**src/rtl/wb_shared_bus.sv**
```systemverilog
// Wishbone B3 shared-bus interconnect: NM masters, NS slaves, round-robin
// arbitration, address-field slave decode, unmapped-address and timeout bus errors.
module wb_shared_bus #(
    parameter int unsigned NM      = 2,
    parameter int unsigned NS      = 5,
    parameter int unsigned AW      = 32,
    parameter int unsigned DW      = 32,
    parameter int unsigned DEC_HI  = 31,
    parameter int unsigned DEC_LO  = 28,
    parameter int unsigned TIMEOUT = 255
) (
    input  logic                 clk,
    input  logic                 rst,
    input  logic [NM*AW-1:0]     m_adr_i,
    input  logic [NM*DW-1:0]     m_dat_i,
    input  logic [NM*DW/8-1:0]   m_sel_i,
    input  logic [NM-1:0]        m_we_i,
    input  logic [NM-1:0]        m_cyc_i,
    input  logic [NM-1:0]        m_stb_i,
    output logic [NM*DW-1:0]     m_dat_o,
    output logic [NM-1:0]        m_ack_o,
    output logic [NM-1:0]        m_err_o,
    output logic [AW-1:0]        s_adr_o,
    output logic [DW-1:0]        s_dat_o,
    output logic [DW/8-1:0]      s_sel_o,
    output logic                 s_we_o,
    output logic [NS-1:0]        s_cyc_o,
    output logic [NS-1:0]        s_stb_o,
    input  logic [NS*DW-1:0]     s_dat_i,
    input  logic [NS-1:0]        s_ack_i,
    input  logic [NS-1:0]        s_err_i,
    output logic [NM-1:0]        grant_o
);

    localparam int unsigned SW = DW / 8;
    localparam int unsigned IW = DEC_HI - DEC_LO + 1;
    localparam int unsigned MW = (NM > 1) ? $clog2(NM) : 1;

    typedef enum logic {
        IDLE = 1'b0,
        OWN  = 1'b1
    } state_t;

    state_t         state;
    logic [MW-1:0]  ptr;
    logic [15:0]    to_cnt;
    logic           to_err;
    logic           unm_err;

    logic [AW-1:0]  g_adr;
    logic [DW-1:0]  g_dat;
    logic [SW-1:0]  g_sel;
    logic           g_we;
    logic           g_cyc;
    logic           g_stb;
    logic [MW-1:0]  gidx;
    logic [IW-1:0]  idx;
    logic           mapped;
    logic [DW-1:0]  sl_dat;
    logic           sl_ack;
    logic           sl_err;
    logic           m_err_c;
    logic           m_ack_c;
    logic [NM-1:0]  req_hi;
    logic [NM-1:0]  req_lo;
    logic [NM-1:0]  nxt_grant;

    // One-hot mux of the granted master's request; all zero when nobody owns the bus.
    always_comb begin
        g_adr = '0;
        g_dat = '0;
        g_sel = '0;
        g_we  = 1'b0;
        g_cyc = 1'b0;
        g_stb = 1'b0;
        gidx  = '0;
        for (int k = 0; k < NM; k++) begin
            if (grant_o[k]) begin
                g_adr = m_adr_i[k*AW +: AW];
                g_dat = m_dat_i[k*DW +: DW];
                g_sel = m_sel_i[k*SW +: SW];
                g_we  = m_we_i[k];
                g_cyc = m_cyc_i[k];
                g_stb = m_stb_i[k];
                gidx  = MW'(k);
            end
        end
    end

    assign idx    = g_adr[DEC_HI:DEC_LO];
    assign mapped = (32'(idx) < NS);

    // Slave decode and response select.
    always_comb begin
        s_cyc_o = '0;
        s_stb_o = '0;
        sl_dat  = '0;
        sl_ack  = 1'b0;
        sl_err  = 1'b0;
        for (int s = 0; s < NS; s++) begin
            if (mapped && (idx == IW'(s))) begin
                s_cyc_o[s] = g_cyc;
                s_stb_o[s] = g_stb;
                sl_dat     = s_dat_i[s*DW +: DW];
                sl_ack     = s_ack_i[s];
                sl_err     = s_err_i[s];
            end
        end
    end

    assign s_adr_o = g_adr;
    assign s_dat_o = g_dat;
    assign s_sel_o = g_sel;
    assign s_we_o  = g_we;

    // Errors from the bus itself override anything the slave says.
    assign m_err_c = to_err | unm_err | (sl_err & g_stb);
    assign m_ack_c = sl_ack & g_stb & ~m_err_c;

    always_comb begin
        m_dat_o = '0;
        m_ack_o = '0;
        m_err_o = '0;
        for (int k = 0; k < NM; k++) begin
            if (grant_o[k]) begin
                m_dat_o[k*DW +: DW] = sl_dat;
                m_ack_o[k]          = m_ack_c;
                m_err_o[k]          = m_err_c;
            end
        end
    end

    // Circular search from ptr: lowest requester at/after ptr, else lowest overall.
    always_comb begin
        req_hi = '0;
        req_lo = '0;
        for (int k = NM - 1; k >= 0; k--) begin
            if (m_cyc_i[k]) begin
                req_lo    = '0;
                req_lo[k] = 1'b1;
                if (MW'(k) >= ptr) begin
                    req_hi    = '0;
                    req_hi[k] = 1'b1;
                end
            end
        end
        nxt_grant = (req_hi != '0) ? req_hi : req_lo;
    end

    always_ff @(posedge clk or negedge rst) begin
        if (!rst) begin
            state   <= IDLE;
            grant_o <= '0;
            ptr     <= '0;
            to_cnt  <= '0;
            to_err  <= 1'b0;
            unm_err <= 1'b0;
        end else begin
            to_err  <= 1'b0;
            unm_err <= 1'b0;
            case (state)
                IDLE: begin
                    to_cnt <= '0;
                    if (m_cyc_i != '0) begin
                        grant_o <= nxt_grant;
                        state   <= OWN;
                    end
                end
                OWN: begin
                    if (!g_cyc) begin
                        grant_o <= '0;
                        state   <= IDLE;
                        to_cnt  <= '0;
                        ptr     <= (gidx == MW'(NM - 1)) ? '0 : gidx + MW'(1);
                    end else begin
                        // An error cycle completes the strobe; a held stb starts a new one.
                        unm_err <= g_stb & ~mapped & ~m_err_c;
                        if (!g_stb || sl_ack || m_err_c) begin
                            to_cnt <= '0;
                        end else if (to_cnt == 16'(TIMEOUT - 1)) begin
                            to_cnt <= '0;
                            to_err <= 1'b1;
                        end else begin
                            to_cnt <= to_cnt + 16'd1;
                        end
                    end
                end
                default: begin
                    state   <= IDLE;
                    grant_o <= '0;
                end
            endcase
        end
    end

endmodule

```
**config.mk**
```make
export PLATFORM = sky130hd
export DESIGN_NAME = wb_shared_bus
export DESIGN_NICKNAME = d
export VERILOG_FILES = /design/src/rtl/wb_shared_bus.sv
export SDC_FILE = /design/constraint.sdc
export NUM_CORES = 1
export LEC_CHECK = 0
export BUFFER_PORTS_ARGS = -buffer_cell sky130_fd_sc_hd__buf_2
export CORE_AREA = 4 4 178 180
export CTS_CLUSTER_SIZE = 10
export DETAILED_ROUTE_END_ITERATION = 10
export DIE_AREA = 0 0 182 184
export GPL_ROUTABILITY_DRIVEN = 0
export PLACE_DENSITY = 0.44
export SLEW_MARGIN = 5
export SYNTH_ARGS = -nofsm -noshare
export SYNTH_HDL_FRONTEND = slang
export SYNTH_SLANG_ARGS = --single-unit
```
**constraint.sdc**
```tcl
create_clock -name clk -period 2.35 [get_ports clk]
set_input_delay 0.235 -clock clk [delete_from_list [all_inputs] [get_ports clk]]
set_output_delay 0.235 -clock clk [all_outputs]
set_load 0.005 [all_outputs]
```
==> results of run 1 <==
-- logic make-up after synthesis --
logic type / after synthesis / synth area share, %
buf+inv: 74 / 8.519
simple gates: 254 / 35.51
mux: 1 / 0.2553
fa+ha+maj: 2 / 0.6381
flops: 22 / 14.04
compound gates: 191 / 37.91
xor+xnor: 14 / 3.127
-- per-layer routing --
| metal | share of wire (%) | vias to the layer above | global-route usage [%] | wire (um) |
|---|---|---|---|---|
| li1 | - | 3083 | - | - |
| met1 | 45 | 3181 | 21.93 | 13400 |
| met2 | 49 | 296 | 26.20 | 14600 |
| met3 | 5.7 | 29 | 2.275 | 1700 |
| met4 | 1.2 | 0 | 2.582 | 364 |
| met5 | 0 | - | 0 | 0 |
-- sequential cells by signal, summed over array words and instances (netlist names) --
signal / count
unm_err: 1
to_cnt: 16
ptr: 1
grant_o: 2
to_err: 1
state: 1
-- what timing repair did --
item                                    4_1_cts  5_1_grt
hold buffers                                  1        0
cloned                                        4        3
hold endpoints to repair                     22        0
pin swaps                                    46       32
setup buffers                                17        9
endpoints found under the setup margin       63       91
resized for setup                            50       50
-- worst reg2reg max path: cells and delay by family (launching register included) --
kind	cells	cell delay (ns)
and+or+nand+nor	3	0.51
AOI/OAI and AO/OA	2	0.61
DFF	1	0.42
buffers and inverters	4	0.62
-- cells in the final DEF, fill, tap and decap left out, types with 3 or more instances in the layout --
| cell type | n |
|---|---|
| nor2_1 | 69 |
| and2_4 | 4 |
| nor2_2 | 8 |
| inv_1 | 3 |
| clkbuf_16 | 6 |
| buf_2 | 462 |
| o21ai_1 | 6 |
| diode_2 | 3 |
| a32oi_2 | 30 |
| dfrtp_1 | 20 |
| nand4_1 | 4 |
| and3_1 | 3 |
| buf_16 | 3 |
| a22o_1 | 67 |
| nand2b_1 | 3 |
| nand2_2 | 3 |
| xnor2_1 | 3 |
| o21a_1 | 33 |
| nor3_2 | 3 |
| buf_6 | 9 |
| nand3b_1 | 37 |
| nand2_1 | 12 |
| nand3_1 | 72 |
| xor2_1 | 11 |
| o21ai_0 | 33 |
| nor4_2 | 13 |
| or3_1 | 3 |
| buf_4 | 39 |
| buf_12 | 17 |
-- worst max-delay path by stage --
stage / end / from / depth (start not counted) / slack, ns
3_5_place_dp: m_dat_o[6] / grant_o[0]$_DFFE_PN0P_ / 9 / 0.07
4_1_cts: m_dat_o[55] / grant_o[1]$_DFFE_PN0P_ / 9 / -0.06
5_1_grt: m_dat_o[23] / grant_o[1]$_DFFE_PN0P_ / 11 / -0.16
6_report: m_dat_o[6] / grant_o[1]$_DFFE_PN0P_ / 9 / -0.08
3_3_place_gp: m_dat_o[6] / grant_o[0]$_DFFE_PN0P_ / 9 / 0.07
2_1_floorplan: m_ack_o[0] / grant_o[1]$_DFFE_PN0P_ / 8 / 0.16
-- stage by stage --
step | setup TNS [ns] | hold slack, ns
floorplan | 0 | -0.06059
detailed placement | 0 | 0.2451
global route | -6.143 | 0.3005
finish | -0.7414 | 0.2846
global placement | 0 | 0.2436
CTS | -0.5598 | 0.2826
-- cell type report --
class / instances / area [um^2] / area share, %
Multi-Input combinational cell: 462 / 3483 / 44.10
Timing Repair Buffer: 535 / 3229 / 40.88
Sequential cell: 22 / 553.0 / 7.001
Tap cell: 396 / 495.5 / 6.273
Clock buffer: 3 / 75.07 / 0.9504
Clock inverter: 1 / 30.03 / 0.3802
Inverter: 6 / 25.02 / 0.3168
Antenna cell: 3 / 7.507 / 0.09504
-- report_power, final --
part	switching, mW	leakage, nW	total, mW	internal, mW
clock network	0.148	0.0511	0.486	0.339
logic	3.61	3.55	6.72	3.11
registers	0.0533	0.298	0.470	0.417
total	3.81	3.90	7.68	3.87
==> results.sh, run 1 <==
export IMPL_gr_usage_all_layers_pct=15.71
export IMPL_grt_pass1_vias=6419
export IMPL_timing_fmax_mhz=410.8
export IMPL_clkLatencyLatePin_ns=0.26
export IMPL_yosysWarnings=0
export IMPL_max_cap_viol_count=0
export IMPL_min_path_cells=2
export IMPL_grt_pass1_wl_um=40820
export IMPL_cts_sinks=22
export IMPL_r2r_cells=9
export IMPL_io_buffers=462
export IMPL_critPathTopFamily="buffers and inverters"
export IMPL_synth_common_cells="nor2_1 (77), nand3_1 (74), a22o_1 (67)"
export IMPL_powerDensity_mw_per_mm2=972.3
export IMPL_vias=6589
export IMPL_clk_root_buffer_cell="clkbuf_16"
export IMPL_drt_pass1_iter_count=4
export IMPL_ys_top_cells_by_area="a22o_1 (15%), dfrtp_1 (14%), nand3_1 (9.4%)"
export IMPL_crit_slowest_cell="dfrtp_2"
export IMPL_h_tree_depth=1
export IMPL_die_h_um=184
export IMPL_yosys_most_used_dff="dfrtp_1"
export IMPL_dieWidth_um=182
export IMPL_r2r_start="grant_o[1]$_DFFE_PN0P_"
export IMPL_setup_viol=22
export IMPL_rr_endpoint="to_err$_DFF_PN0_"
export IMPL_dp_cells=1389
export IMPL_irDropWorstVdd_uv=347.7
export IMPL_dieArea_mm2=0.03349
export IMPL_pin_count=463
export IMPL_final_cell_area_mm2=0.007899
export IMPL_synth_area_mm2=0.003921
export IMPL_grt_ovfl_total=0
export IMPL_path_cells="buf_6, and2_4, o221a_4, buf_12, nand3b_1, a32oi_2, buf_4, nor2_2, buf_2"
export IMPL_hold_path_class="in -> reg"
export IMPL_synth_top_area_share_pct=14.96
export IMPL_tightest_slew_ns=0.5252
export IMPL_ys_seq_elements=22
export IMPL_antenna_found_initial=3
export IMPL_cp_max_fo=7
export IMPL_clk_path_buf_depth=2
export IMPL_yosysTopAreaCell="a22o_1"
export IMPL_synth_yosys_seq_area_share_pct=14.04
export IMPL_hold_viol_final=0
export IMPL_place_area_mm2=0.006885
export IMPL_start_util_pct=12.99
export IMPL_final_util_pct=26.16
export IMPL_finalMaxSlewViolations=0
export IMPL_failed_checks="negative setup slack"
export IMPL_synthCells=558
export IMPL_synthToLayoutAreaGrowth_pct=101.4
export IMPL_finalClockSkew_ns=0.007501
export IMPL_wire_per_inst_um=21.06
export IMPL_wirelength_um=30070
export IMPL_clkTransAtPathRegs_ns=0.07
export IMPL_dp_hpwl_um=22450
export IMPL_drive_gt1_share_pct=60.45
export IMPL_drcViolationCount=0
export IMPL_outcome="finished with violations"
export IMPL_cts_tree="yes"
export IMPL_rsz0062_at_grt="true"
export IMPL_hold_end="state$_DFF_PN0_"
export IMPL_ant_nets=0
export IMPL_synth_edf_count=0
export IMPL_fin_crit_sh_pct=103.6
export IMPL_min_period_ns=2.434
export IMPL_hold_path_startpoint="m_cyc_i[0]"
export IMPL_p_leak_nw=3.898
export IMPL_stdcell_count=1428
export IMPL_nets=1346
export IMPL_arrival_ns=2.20
export IMPL_core_mm2=0.03019
export IMPL_fin_ws_ns=-0.08433
export IMPL_syn_nets=874
export IMPL_r2r_slack_ns=0.09
export IMPL_synth_cell_type_count=54
export IMPL_path_buf_inv=4
export IMPL_nFillCells=3379
export IMPL_syn_avg_cell_area_um2=7.027
export IMPL_cp_end_kind="output pin"
export IMPL_critPathMaxStageDelay_ns=0.45
export IMPL_drtIter0Drc=392
export IMPL_cp_required_ns=2.12
export IMPL_yosysMostFrequentCell="nor2_1"
export IMPL_rows=64
export IMPL_cp_start_kind="flip-flop"
export IMPL_viasPerCell=4.614
export IMPL_critPathKind="reg -> out"
export IMPL_cts_made_buffers=3
export IMPL_synth_async_reset_ratio_pct=100.0
export IMPL_slew_headroom_pct=64.99
export IMPL_totalPowerFinal_mw=7.680
export IMPL_grt_max_degree=68
export IMPL_dp_slack_ns=0.06967
Power figures use the tool's default switching activity.
==> inputs of run 2 (changes only) <==
==> constraint.sdc (replaced) <==
create_clock -name clk -period 2.35 [get_ports clk]
set_input_delay 0.1175 -clock clk [delete_from_list [all_inputs] [get_ports clk]]
set_output_delay 0.1175 -clock clk [all_outputs]
set_load 0.005 [all_outputs]
==> results.sh, run 2 (synthesis gave the netlist of run 1 again) <==
export IMPL_dp_hpwl_um=22100
export IMPL_fin_crit_sh_pct=97.67
export IMPL_gr_usage_all_layers_pct=14.78
export IMPL_cts_made_buffers=3
export IMPL_clk_root_buffer_cell="clkbuf_16"
export IMPL_largest_reg_flops=16
export IMPL_cts_sinks=22
export IMPL_dieArea_mm2=0.03349
export IMPL_finalSetupTns_ns=0
export IMPL_rsz0062_at_grt="true"
export IMPL_ant_nets=0
export IMPL_clkTransAtPathRegs_ns=0.06
export IMPL_crit_start="grant_o[1]$_DFFE_PN0P_"
export IMPL_grt_max_degree=69
export IMPL_cp_max_fo=8
export IMPL_clk_path_buf_depth=2
export IMPL_h_tree_depth=1
export IMPL_finalMaxSlewViolations=0
export IMPL_drtIter0Drc=401
export IMPL_grt_ovfl_total=0
export IMPL_r2r_start="grant_o[1]$_DFFE_PN0P_"
export IMPL_clkLatencyLatePin_ns=0.26
export IMPL_hold_path_class="in -> reg"
export IMPL_tightest_slew_ns=0.6809
export IMPL_die_h_um=184
export IMPL_powerDensity_mw_per_mm2=938.9
export IMPL_core_mm2=0.03019
export IMPL_stdcell_count=1400
export IMPL_hold_viol_final=0
export IMPL_arrival_ns=2.18
export IMPL_final_util_pct=24.46
export IMPL_drive_gt1_share_pct=56.03
export IMPL_outcome="finished, final reports clean"
export IMPL_rows=64
export IMPL_nets=1320
export IMPL_antenna_found_initial=2
export IMPL_start_util_pct=12.99
export IMPL_cts_tree="yes"
export IMPL_irDropWorstVdd_uv=458.5
export IMPL_critPathKind="reg -> out"
export IMPL_totalPowerFinal_mw=6.932
export IMPL_pin_count=463
export IMPL_drt_pass1_iter_count=5
export IMPL_cp_required_ns=2.23
export IMPL_place_area_mm2=0.006808
export IMPL_wire_per_inst_um=20.58
export IMPL_max_cap_viol_count=0
export IMPL_largest_register="to_cnt"
export IMPL_finalClockSkew_ns=0.001592
export IMPL_viasPerCell=4.619
export IMPL_wirelength_um=28810
export IMPL_cp_start_kind="flip-flop"
export IMPL_synthToLayoutAreaGrowth_pct=88.29
export IMPL_slew_headroom_pct=54.61
export IMPL_grt_pass1_wl_um=38720
export IMPL_layout_common_cells="buf_2 (462), nor2_1 (75), nand3_1 (73)"
export IMPL_vias=6466
export IMPL_timing_fmax_mhz=435.7
export IMPL_dieWidth_um=182
export IMPL_top_regs="to_cnt x16, grant_o x2"
export IMPL_setup_viol=0
export IMPL_cp_end_kind="output pin"
export IMPL_final_common_cell="buf_2"
export IMPL_grt_pass1_vias=6189
export IMPL_hold_path_startpoint="m_cyc_i[0]"
export IMPL_min_period_ns=2.295
export IMPL_io_buffers=462
export IMPL_p_leak_nw=3.686
export IMPL_drcViolationCount=0
export IMPL_dp_cells=1377
export IMPL_final_cell_area_mm2=0.007383
run 2: changes by cell type in the layout (fill, tap and decap cells not counted), moves of 5 or more:
cell / delta
buf_4: -16
nor2_1: +6
nor4_1: +7
nor4_2: -5
a32oi_1: +17
a32oi_2: -20
nor2_2: -6
run 2: critical path, cell delays in order (launching register included):
cell and delay [ns]:
dfrtp_2 0.45, buf_6 0.15, buf_6 0.12, nand2_4 0.05, and2_4 0.18, inv_8 0.05, nor3_4 0.19, buf_6 0.15
buf_12 0.14, a32oi_2 0.08, nor2_1 0.21, buf_2 0.16
run 2: path summary, 6_finish.rpt:
path / to / slack, ns / cells after the start
setup / recovery: m_dat_o[2] / 0.05 / 11
hold / removal: state$_DFF_PN0_ / 0.17 / 2
setup reg to reg: to_cnt[5]$_DFF_PN0_ / 0.17 / 7
hold reg to reg: ptr$_DFFE_PN0P_ / 0.50 / 2
max in group asynchronous: grant_o[1]$_DFFE_PN0P_ / 1.61 / 2
min in group asynchronous: to_cnt[10]$_DFF_PN0_ / 0.37 / 2
run 2: through the flow:
stage,setup slack [ns],hold slack (ns)
2_1_floorplan,0.2737,-0.1781
3_3_place_gp,0.1949,0.1275
4_1_cts,0.007178,0.1743
3_5_place_dp,0.1683,0.1213
5_1_grt,-0.05895,0.1942
6_report,0.05478,0.1732
run 2: what timing repair did:
action	CTS	global route
buffers inserted	0	13
gates cloned	1	3
pin swaps	1	19
gates resized for setup	7	49
hold buffers	1	0
setup endpoints to repair	24	66
endpoints found under the hold margin	22	0
run 2: layout make-up:
cell class / instances / area, um^2
Antenna cell: 1 / 2.502
Clock buffer: 4 / 88.84
Fill cell: 3409 / 22810
Inverter: 6 / 30.03
Multi-Input combinational cell: 462 / 3288
Sequential cell: 22 / 553.0
Tap cell: 396 / 495.5
Timing Repair Buffer: 509 / 2925
run 2: report_power, final:
part / leakage, nW / total (mW) / switching, mW / internal [mW]
Clock: 0.0442 / 0.401 / 0.141 / 0.260
Combinational: 3.34 / 6.07 / 3.32 / 2.75
Sequential: 0.298 / 0.466 / 0.0491 / 0.417
Total: 3.69 / 6.93 / 3.51 / 3.43
run 2: per-layer routing:
layer | up-vias | GRT usage, % | part of all wire (%)
met5 | - | 0 | 0.028
met4 | 2 | 3.482 | 2.5
met3 | 44 | 2.651 | 6.6
met2 | 307 | 24.12 | 48
met1 | 3085 | 20.33 | 43
li1 | 3028 | - | -
==> inputs of run 3 (changes only) <==
--- a/config.mk
+++ b/config.mk
@@ -12,6 +12,7 @@
 export DIE_AREA = 0 0 182 184
 export GPL_ROUTABILITY_DRIVEN = 0
 export PLACE_DENSITY = 0.44
+export RECOVER_POWER = 25
 export SLEW_MARGIN = 5
 export SYNTH_ARGS = -nofsm -noshare
 export SYNTH_HDL_FRONTEND = slang
==> results.sh, run 3 (synthesis gave the netlist of run 1 again) <==
export IMPL_outcome="finished, final reports clean"
export IMPL_crit_slowest_cell="dfrtp_2"
export IMPL_rows=64
export IMPL_multi_input_area_mm2=0.003288
export IMPL_powerDensity_mw_per_mm2=939.0
export IMPL_dp_hpwl_um=22100
export IMPL_hold_path_class="in -> reg"
export IMPL_finalSetupTns_ns=0
export IMPL_rsz0062_at_grt="true"
export IMPL_dieArea_mm2=0.03349
export IMPL_cts_sinks=22
export IMPL_timing_fmax_mhz=435.7
export IMPL_nFillCells=3407
export IMPL_largest_reg_flops=16
export IMPL_setup_viol=0
export IMPL_die_h_um=184
export IMPL_gr_usage_all_layers_pct=14.78
export IMPL_cpMostUsedCell="buf_6"
export IMPL_intPower_mw=3.426
export IMPL_cp_end_kind="output pin"
export IMPL_final_cell_area_mm2=0.007382
export IMPL_pin_count=463
export IMPL_grt_ovfl_total=0
export IMPL_p_comb_share_pct=87.5
export IMPL_drt_pass1_iter_count=5
export IMPL_vias=6466
export IMPL_place_area_mm2=0.006808
export IMPL_power_share_sequential_pct=6.7
export IMPL_drcViolationCount=0
export IMPL_clk_root_buffer_cell="clkbuf_16"
export IMPL_wirelength_um=28810
export IMPL_clk_path_buf_depth=2
export IMPL_met2_usage_pct=24.12
export IMPL_clkPwrFrac_pct=5.8
export IMPL_wire_per_inst_um=20.58
export IMPL_fin_crit_sh_pct=97.67
export IMPL_p_leak_nw=3.683
export IMPL_h_tree_depth=1
export IMPL_hold_viol_final=0
export IMPL_use_met1_pct=20.33
export IMPL_clkLatencyLatePin_ns=0.26
export IMPL_grt_pass1_wl_um=38720
export IMPL_irDropWorstVdd_uv=458.5
export IMPL_cts_made_buffers=3
export IMPL_tightest_slew_ns=1.234
export IMPL_max_cap_viol_count=0
export IMPL_finalClockSkew_ns=0.001592
export IMPL_dieWidth_um=182
export IMPL_drtIter0Drc=401
export IMPL_switching_power_mw=3.506
export IMPL_regArea_um2=553.0
export IMPL_core_mm2=0.03019
export IMPL_top_regs="to_cnt x16, grant_o x2"
export IMPL_viasPerCell=4.619
export IMPL_fin_ws_ns=0.05478
export IMPL_min_period_ns=2.295
export IMPL_clkTransAtPathRegs_ns=0.06
export IMPL_grt_busiest_layer="met2"
export IMPL_finalMaxSlewViolations=0
export IMPL_ant_nets=0
export IMPL_cts_tree="yes"
export IMPL_cp_required_ns=2.23
export IMPL_cp_max_fo=8
export IMPL_final_common_cell="buf_2"
export IMPL_largest_register="to_cnt"
export IMPL_critPathMaxStageDelay_ns=0.45
export IMPL_arrival_ns=2.18
export IMPL_met3_usage_pct=2.651
export IMPL_nets=1320
export IMPL_antenna_found_initial=2
export IMPL_path_cells="buf_6, buf_6, nand2_4, and2_4, inv_8, nor3_4, buf_6, buf_12, a32oi_2, nor2_1, buf_2"
export IMPL_totalPowerFinal_mw=6.932
export IMPL_grt_pass1_vias=6189
export IMPL_start_util_pct=12.99
export IMPL_layout_common_cells="buf_2 (461), nor2_1 (75), nand3_1 (73)"
export IMPL_io_buffers=462
export IMPL_dp_slack_ns=0.1683
export IMPL_grt_max_degree=69
export IMPL_slew_headroom_pct=17.74
export IMPL_drive_gt1_share_pct=55.93
export IMPL_synthToLayoutAreaGrowth_pct=88.26
export IMPL_critPathKind="reg -> out"
export IMPL_sw_frac_of_total_pct=50.58
export IMPL_cp_start_kind="flip-flop"
-- run 3: cell count changes in the layout (fill, tap and decap cells not counted) --
cell / delta
buf_2: -1
clkbuf_1: +1
-- run 3: repair_timing --
action | 4_1_cts | 5_1_grt
resized for setup | 7 | 49
hold endpoints to repair | 22 | 0
hold buffers | 1 | 0
cloned | 1 | 3
endpoints found under the setup margin | 24 | 66
pin swaps | 1 | 19
buffers inserted | 0 | 13
-- run 3: layer usage --
| layer | routed length, um | up-vias |
|---|---|---|
| li1 | - | 3028 |
| met1 | 12470 | 3085 |
| met2 | 13710 | 307 |
| met3 | 1912 | 44 |
| met4 | 707 | 2 |
| met5 | 8 | - |
-- run 3: final timing paths --
path	slack, ns	endpoint	from	depth (start not counted)
min in group asynchronous	0.65	to_cnt[10]$_DFF_PN0_	rst	2
min	0.17	state$_DFF_PN0_	m_cyc_i[0]	2
max in group asynchronous	0.89	grant_o[1]$_DFFE_PN0P_	rst	2
max reg2reg	0.17	to_cnt[5]$_DFF_PN0_	grant_o[1]$_DFFE_PN0P_	7
min reg2reg	0.50	ptr$_DFFE_PN0P_	ptr$_DFFE_PN0P_	2
max	0.05	m_dat_o[2]	grant_o[1]$_DFFE_PN0P_	11
-- run 3: cell type report --
cell class | count | share of cell area [%]
inverters | 6 | 0.4068
clock buffers | 4 | 1.203
flip-flops and latches | 22 | 7.492
diodes | 1 | 0.03390
multi-input cells | 462 | 44.54
repair buffers | 509 | 39.61
well taps | 396 | 6.712
-- run 3: power groups by stage --
stage               registers [mW]  clock network (mW)  logic, mW
CTS                          0.478               0.410       5.55
finish                       0.466               0.401       6.06
global placement             0.482                   0       5.40
global route                 0.472               0.420       6.57
detailed placement           0.484                   0       5.36
floorplan                    0.441                   0       3.03
-- run 3: metrics by stage --
stage	util (%)	cells	hold WS (ns)
3_5_place_dp	22.55	1377	0.1213
6_report	24.45	1400	0.1732
4_1_cts	23.10	1383	0.1743
5_1_grt	24.45	1400	0.1942
2_1_floorplan	-	558	-0.1781
3_3_place_gp	22.55	1377	0.1275
-- run 3: worst max-delay path: cells and delay by family (launching register included) --
kind            cells  cell delay (ns)
flops               1             0.45
compound gates      1             0.08
simple gates        4             0.63
buf+inv             6             0.77
